## src/rtl/bitcoin_pkg.sv

```systemverilog
// Shared types and constants for the nonce search control path.
// Imported by the core scheduler and anything that decodes its state.
package bitcoin_pkg;

  typedef enum logic [1:0] {
    IDLE   = 2'd0,
    ISSUE  = 2'd1,
    DRAIN  = 2'd2,
    FINISH = 2'd3
  } sched_state_t;

  localparam logic [31:0] H0_INIT_BEST = 32'hFFFF_FFFF;

endpackage

```

## src/rtl/prio_enc.sv

```systemverilog
// Lowest-index-wins priority encoder: returns the index of the lowest set
// request bit and a valid flag when any request is present.
module prio_enc #(
  parameter int N     = 4,
  parameter int IDX_W = (N > 1) ? $clog2(N) : 1
) (
  input  logic [N-1:0]     req,
  output logic [IDX_W-1:0] idx,
  output logic             valid
);

  // Scanning downward lets the lowest set bit overwrite any higher one.
  always_comb begin
    idx   = '0;
    valid = 1'b0;
    for (int i = N - 1; i >= 0; i--) begin
      if (req[i]) begin
        idx   = IDX_W'(i);
        valid = 1'b1;
      end
    end
  end

endmodule

```

## src/rtl/nonce_scheduler.sv

```systemverilog
// Hands consecutive nonces to a pool of hash cores and reduces their H0
// results to the minimum value and the nonce that produced it.
module nonce_scheduler
  import bitcoin_pkg::*;
#(
  parameter int NUM_CORES = 4,
  parameter int IDX_W     = 2
) (
  input  logic                   clk,
  input  logic                   reset_n,
  input  logic                   start,
  input  logic [31:0]            first_nonce,
  input  logic [15:0]            nonce_count,
  output logic [NUM_CORES-1:0]   core_start,
  output logic [31:0]            core_nonce,
  input  logic [NUM_CORES-1:0]   core_done,
  input  logic [NUM_CORES*32-1:0] core_h0,
  output logic                   busy,
  output logic                   done,
  output logic [31:0]            best_h0,
  output logic [31:0]            best_nonce
);

  sched_state_t state, state_next;

  logic [31:0] next_nonce;
  logic [15:0] remaining;
  logic [15:0] issued;
  logic [15:0] collected;
  logic [15:0] count_q;
  logic [7:0]  err_cnt;

  logic [NUM_CORES-1:0] core_busy;
  logic [NUM_CORES-1:0] pend;
  logic [31:0]          slot_nonce [NUM_CORES];
  logic [31:0]          slot_h0    [NUM_CORES];

  logic [IDX_W-1:0]     idle_idx;
  logic                 idle_valid;
  logic [IDX_W-1:0]     pend_idx;
  logic                 pend_valid;
  logic [NUM_CORES-1:0] idle_req;
  logic [NUM_CORES-1:0] issue_mask;
  logic [NUM_CORES-1:0] collect_mask;
  logic [NUM_CORES-1:0] capture_mask;
  logic [NUM_CORES-1:0] spurious_mask;
  logic [31:0]          collect_h0;
  logic [31:0]          collect_nonce;

  logic accept;
  logic issue_en;
  logic collect_en;
  logic finish;

  // A slot whose result is still pending may only be reissued in the cycle
  // that result is being collected, so slot_nonce is never overwritten early.
  always_comb begin
    collect_en    = pend_valid && (state != IDLE);
    collect_mask  = collect_en ? (NUM_CORES'(1) << pend_idx) : '0;
    idle_req      = ~core_busy & ~(pend & ~collect_mask);
    issue_mask    = issue_en ? (NUM_CORES'(1) << idle_idx) : '0;
    capture_mask  = core_done & core_busy;
    spurious_mask = core_done & ~core_busy;
    collect_h0    = slot_h0[pend_idx];
    collect_nonce = slot_nonce[pend_idx];
  end

  prio_enc #(
    .N     (NUM_CORES),
    .IDX_W (IDX_W)
  ) u_idle_pick (
    .req   (idle_req),
    .idx   (idle_idx),
    .valid (idle_valid)
  );

  prio_enc #(
    .N     (NUM_CORES),
    .IDX_W (IDX_W)
  ) u_pend_pick (
    .req   (pend),
    .idx   (pend_idx),
    .valid (pend_valid)
  );

  always_ff @(posedge clk or negedge reset_n) begin
    if (!reset_n) begin
      state <= IDLE;
    end else begin
      state <= state_next;
    end
  end

  always_comb begin
    state_next = state;
    case (state)
      IDLE: begin
        if (start) begin
          state_next = (nonce_count == 16'd0) ? FINISH : ISSUE;
        end
      end
      ISSUE: begin
        if ((remaining == 16'd0) || (issue_en && (remaining == 16'd1))) begin
          state_next = DRAIN;
        end
      end
      DRAIN: begin
        if ((core_busy == '0) && (pend == '0) && (collected == count_q)) begin
          state_next = FINISH;
        end
      end
      FINISH:  state_next = IDLE;
      default: state_next = IDLE;
    endcase
  end

  always_comb begin
    accept   = 1'b0;
    issue_en = 1'b0;
    finish   = 1'b0;
    case (state)
      IDLE:    accept   = start;
      ISSUE:   issue_en = (remaining != 16'd0) && idle_valid;
      FINISH:  finish   = 1'b1;
      default: ;
    endcase
  end

  // Run bookkeeping, core issue, result capture/collection and outputs.
  always_ff @(posedge clk or negedge reset_n) begin
    if (!reset_n) begin
      next_nonce <= '0;
      remaining  <= '0;
      issued     <= '0;
      collected  <= '0;
      count_q    <= '0;
      err_cnt    <= '0;
      core_busy  <= '0;
      pend       <= '0;
      core_start <= '0;
      core_nonce <= '0;
      busy       <= 1'b0;
      done       <= 1'b0;
      best_h0    <= '0;
      best_nonce <= '0;
      for (int i = 0; i < NUM_CORES; i++) begin
        slot_nonce[i] <= '0;
        slot_h0[i]    <= '0;
      end
    end else begin
      core_start <= '0;
      core_nonce <= '0;
      done       <= 1'b0;

      if (accept) begin
        next_nonce <= first_nonce;
        remaining  <= nonce_count;
        count_q    <= nonce_count;
        issued     <= '0;
        collected  <= '0;
        best_h0    <= H0_INIT_BEST;
        best_nonce <= '0;
        busy       <= 1'b1;
      end

      if (issue_en) begin
        core_start           <= issue_mask;
        core_nonce           <= next_nonce;
        slot_nonce[idle_idx] <= next_nonce;
        next_nonce           <= next_nonce + 32'd1;
        remaining            <= remaining - 16'd1;
        issued               <= issued + 16'd1;
      end

      for (int i = 0; i < NUM_CORES; i++) begin
        if (capture_mask[i]) begin
          slot_h0[i] <= core_h0[32*i +: 32];
        end
      end
      core_busy <= (core_busy & ~capture_mask) | issue_mask;
      pend      <= (pend & ~collect_mask) | capture_mask;

      // Strict compare: on a tie the earlier-collected result stays.
      if (collect_en) begin
        collected <= collected + 16'd1;
        if (collect_h0 < best_h0) begin
          best_h0    <= collect_h0;
          best_nonce <= collect_nonce;
        end
      end

      if (finish) begin
        done <= 1'b1;
        busy <= 1'b0;
      end

      if ((spurious_mask != '0) && (err_cnt != 8'hFF)) begin
        err_cnt <= err_cnt + 8'd1;
      end
    end
  end

endmodule

```

## config.mk

```make
export PLATFORM = sky130hd
export DESIGN_NAME = nonce_scheduler
export DESIGN_NICKNAME = d
export VERILOG_FILES = /design/src/rtl/bitcoin_pkg.sv /design/src/rtl/prio_enc.sv /design/src/rtl/nonce_scheduler.sv
export SDC_FILE = /design/constraint.sdc
export NUM_CORES = 1
export LEC_CHECK = 0
export ABC_AREA = 1
export BUFFER_PORTS_ARGS = -buffer_cell sky130_fd_sc_hd__buf_2
export CAP_MARGIN = 20
export CORE_ASPECT_RATIO = 1.2
export CORE_UTILIZATION = 55
export CTS_BUF_LIST = sky130_fd_sc_hd__clkbuf_8 sky130_fd_sc_hd__clkbuf_16
export DETAILED_ROUTE_END_ITERATION = 8
export GPL_ROUTABILITY_DRIVEN = 0
export HOLD_SLACK_MARGIN = 0.03
export PLACE_DENSITY_LB_ADDON = 0.12
export SLEW_MARGIN = 40
export SYNTH_ARGS = -nofsm -noshare
export SYNTH_HDL_FRONTEND = slang
export SYNTH_SLANG_ARGS = --single-unit
```

## constraint.sdc

```tcl
create_clock -name clk -period 6.83 [get_ports clk]
set_clock_uncertainty 0.15 [all_clocks]
set_input_delay 0.3415 -clock clk [delete_from_list [all_inputs] [get_ports clk]]
set_output_delay 0.3415 -clock clk [all_outputs]
set_load 0.005 [all_outputs]
```

==> flow_summary.ini <==
[die]
start_util = 0.558
rows = 78
dieWidth_um = 181
core_area_sq_mm = 0.0379
die_area_sq_mm = 0.0392
boundaryPins = 285
die_h_um = 217

[synth]
synth_edf_count = 0
syn_inst = 2280
ys_seq_area_frac = 0.531
syn-cell-area_sq_mm = 0.0211
postSynth.asyncResetShare = 1.00
synth_ff_type = dfrtp_1
synthesis.nets = 2502
postSynthRegisterBits = 448
syn_area_per_cell_sq_um = 9.26
synth_cell_types = 54
yosys_warnings = 0

[global_routing]
grt_max_degree = 141
antenna_found_initial = 5
track_usage = 0.315
overflow = 0
grt_pass1_vias = 18200
grt_first_pass_wirelength_um = 97500

[worst_setup_path]
start_kind = flop
cp_data_arrival_time_ns = 5.35
reg2reg_slack_ns = 1.83
crit_required_ns = 7.18
cp-end-kind = flop
cp_max_fo = 64
critPathKind = flop to flop

[routing]
routed_wl_um = 60700
drtIter0Drc = 1323
drc = 0
vias = 18100
vias_per_cell = 5.65
ant_nets = 0
routedWlPerCell_um = 18.9
dr.pass1.iters = 7

[clock_network]
h-tree-depth = 2
cts.sinks = 448
clk_path_buf_depth = 3
ctsResizeCount = 0
cts_tree = done
postCtsSetupBuffers = 0
hold_buffers = 180
clk-insertion-delay-late_ns = 0.56
clkTransAtPathRegs_ns = 0.06
root_buffer = clkbuf_16
cts_inserted_buffers = 45

[sta]
grt_setup_unrepaired = no
max_freq_mhz = 200
final-hold-violation-count = 0
relSlewSlack = 0.470
holdWs_ns = 0.101
post-route-period-util = 0.733
slew_violations = 0
fin_ws_ns = 1.83
layout_min_cycle_time_ns = 5.00
fin_tns_setup_ns = 0
worst_pin_slew_ns = 0.793
finalSetupViolCount = 0

[power_and_ir_drop]
p_leak_nw = 12.7
p_per_area_mw_per_mm2 = 513
vdd.ir_drop.worst_mv = 0.465

[placed_design]
post-place-ws_ns = 1.77
place_area_sq_mm = 0.0227
place_hpwl_um = 36600
portBuffers = 284

[run_status]
status = finished clean

[hold_path]
min_path_type = input pin to flop

[final_layout]
final_cell_mix = nand2_1, dfrtp_1, buf_2
syn_to_final_growth_pct = 23.3
final_area_sq_mm = 0.0260
fin_nets = 2909
drive_gt1_frac = 0.212
final_common_cell = nand2_1

[job]
maxCapViolations = 0
-- sequential cells by signal (all words and copies together), names as in the netlist --
register	flops
core_start	4
state	2
collected	16
core_nonce	32
count_q	16
pend	4
core_busy	4
next_nonce	32
best_nonce	32
best_h0	32
busy	1
done	1
slot_h0	128
slot_nonce	128
remaining	16
-- cell type report --
cell class                 count  area [sq um]
inverter                     184           693
antenna                        6          15.0
clock inverter                29           239
timing repair buffer         488          3490
multi-input combinational   1520          8520
clock buffer                  54          1270
sequential                   448         11200
tap                          480           601
fill                        2911         11800
-- where the power goes --
group          total [mW]  internal (mW)  switching [mW]  leakage (nW)
Clock                2.52           1.47            1.05         0.794
Sequential           4.62           3.89           0.725          5.60
Combinational        6.23           2.26            3.98          6.30
-- synth_stat cells, types with 15 or more instances --
| cell | instances | area share |
|---|---|---|
| nand2_1 | 551 | 0.098 |
| dfrtp_1 | 448 | 0.53 |
| inv_1 | 168 | 0.030 |
| nor2_1 | 155 | 0.028 |
| nand3_1 | 138 | 0.033 |
| mux2_2 | 126 | 0.067 |
| o21ai_1 | 99 | 0.023 |
| o21ai_0 | 86 | 0.020 |
| clkbuf_1 | 48 | 0.0085 |
| o211ai_1 | 45 | 0.016 |
| o22ai_1 | 45 | 0.013 |
| a21oi_1 | 39 | 0.0092 |
| a31oi_1 | 39 | 0.012 |
| ha_1 | 39 | 0.023 |
| buf_2 | 33 | 0.0078 |
| xor2_1 | 27 | 0.011 |
| o21ai_2 | 23 | 0.0095 |
| buf_6 | 19 | 0.010 |
| buf_4 | 16 | 0.0057 |
| o221ai_1 | 15 | 0.0062 |
-- metrics by stage --
stage          instances   util  power [mW]
6_report            3209  0.688        13.4
4_1_cts             3202  0.686        13.3
5_1_grt             3208  0.688        14.4
3_3_place_gp        2938  0.598        10.5
2_1_floorplan       2280      -        8.91
3_5_place_dp        2939  0.599        10.7
-- final timing paths --
check	startpoint	endpoint	cells after the start
setup / recovery	pend[2]$_DFF_PN0_	best_nonce[25]$_DFF_PN0_	14
hold / removal	start	state[0]$_DFFE_PN0P_	4
setup reg to reg	pend[2]$_DFF_PN0_	best_nonce[25]$_DFF_PN0_	14
hold reg to reg	slot_nonce[119]$_DFFE_PN0P_	slot_nonce[119]$_DFFE_PN0P_	2
max in group asynchronous	reset_n	slot_h0[15]$_DFFE_PN0P_	4
min in group asynchronous	reset_n	best_nonce[16]$_DFF_PN0_	2
-- per-layer routing --
metal | GRT usage | up-vias | wire length (um)
met4 | 0.129 | 0 | 2260
met3 | 0.0496 | 149 | 3680
met5 | 0 | - | 0
li1 | - | 8465 | -
met2 | 0.514 | 656 | 29000
met1 | 0.421 | 8855 | 25800
-- cell families after synthesis --
group,share of synthesized area
AND/OR/NAND/NOR,0.180
flip-flops,0.531
AO/OA/AOI/OAI,0.120
buffers and inverters,0.0672
multiplexers,0.0677
adder cells (fa/ha/maj),0.0231
XOR/XNOR,0.0116
-- worst max-delay path, stage by stage, from the launching register on --
cell	delay [ns]
dfrtp_1	0.69
buf_4	0.44
nand2_1	0.55
buf_4	0.44
o22ai_1	0.26
a31oi_1	0.12
ha_1	0.35
nand2_1	0.05
nor2_1	0.22
nand4_1	0.17
nor2_1	0.18
nand2_2	0.35
nand2_4	0.72
nand2_1	0.11
nand2_1	0.10
Power figures use the tool's default switching activity.
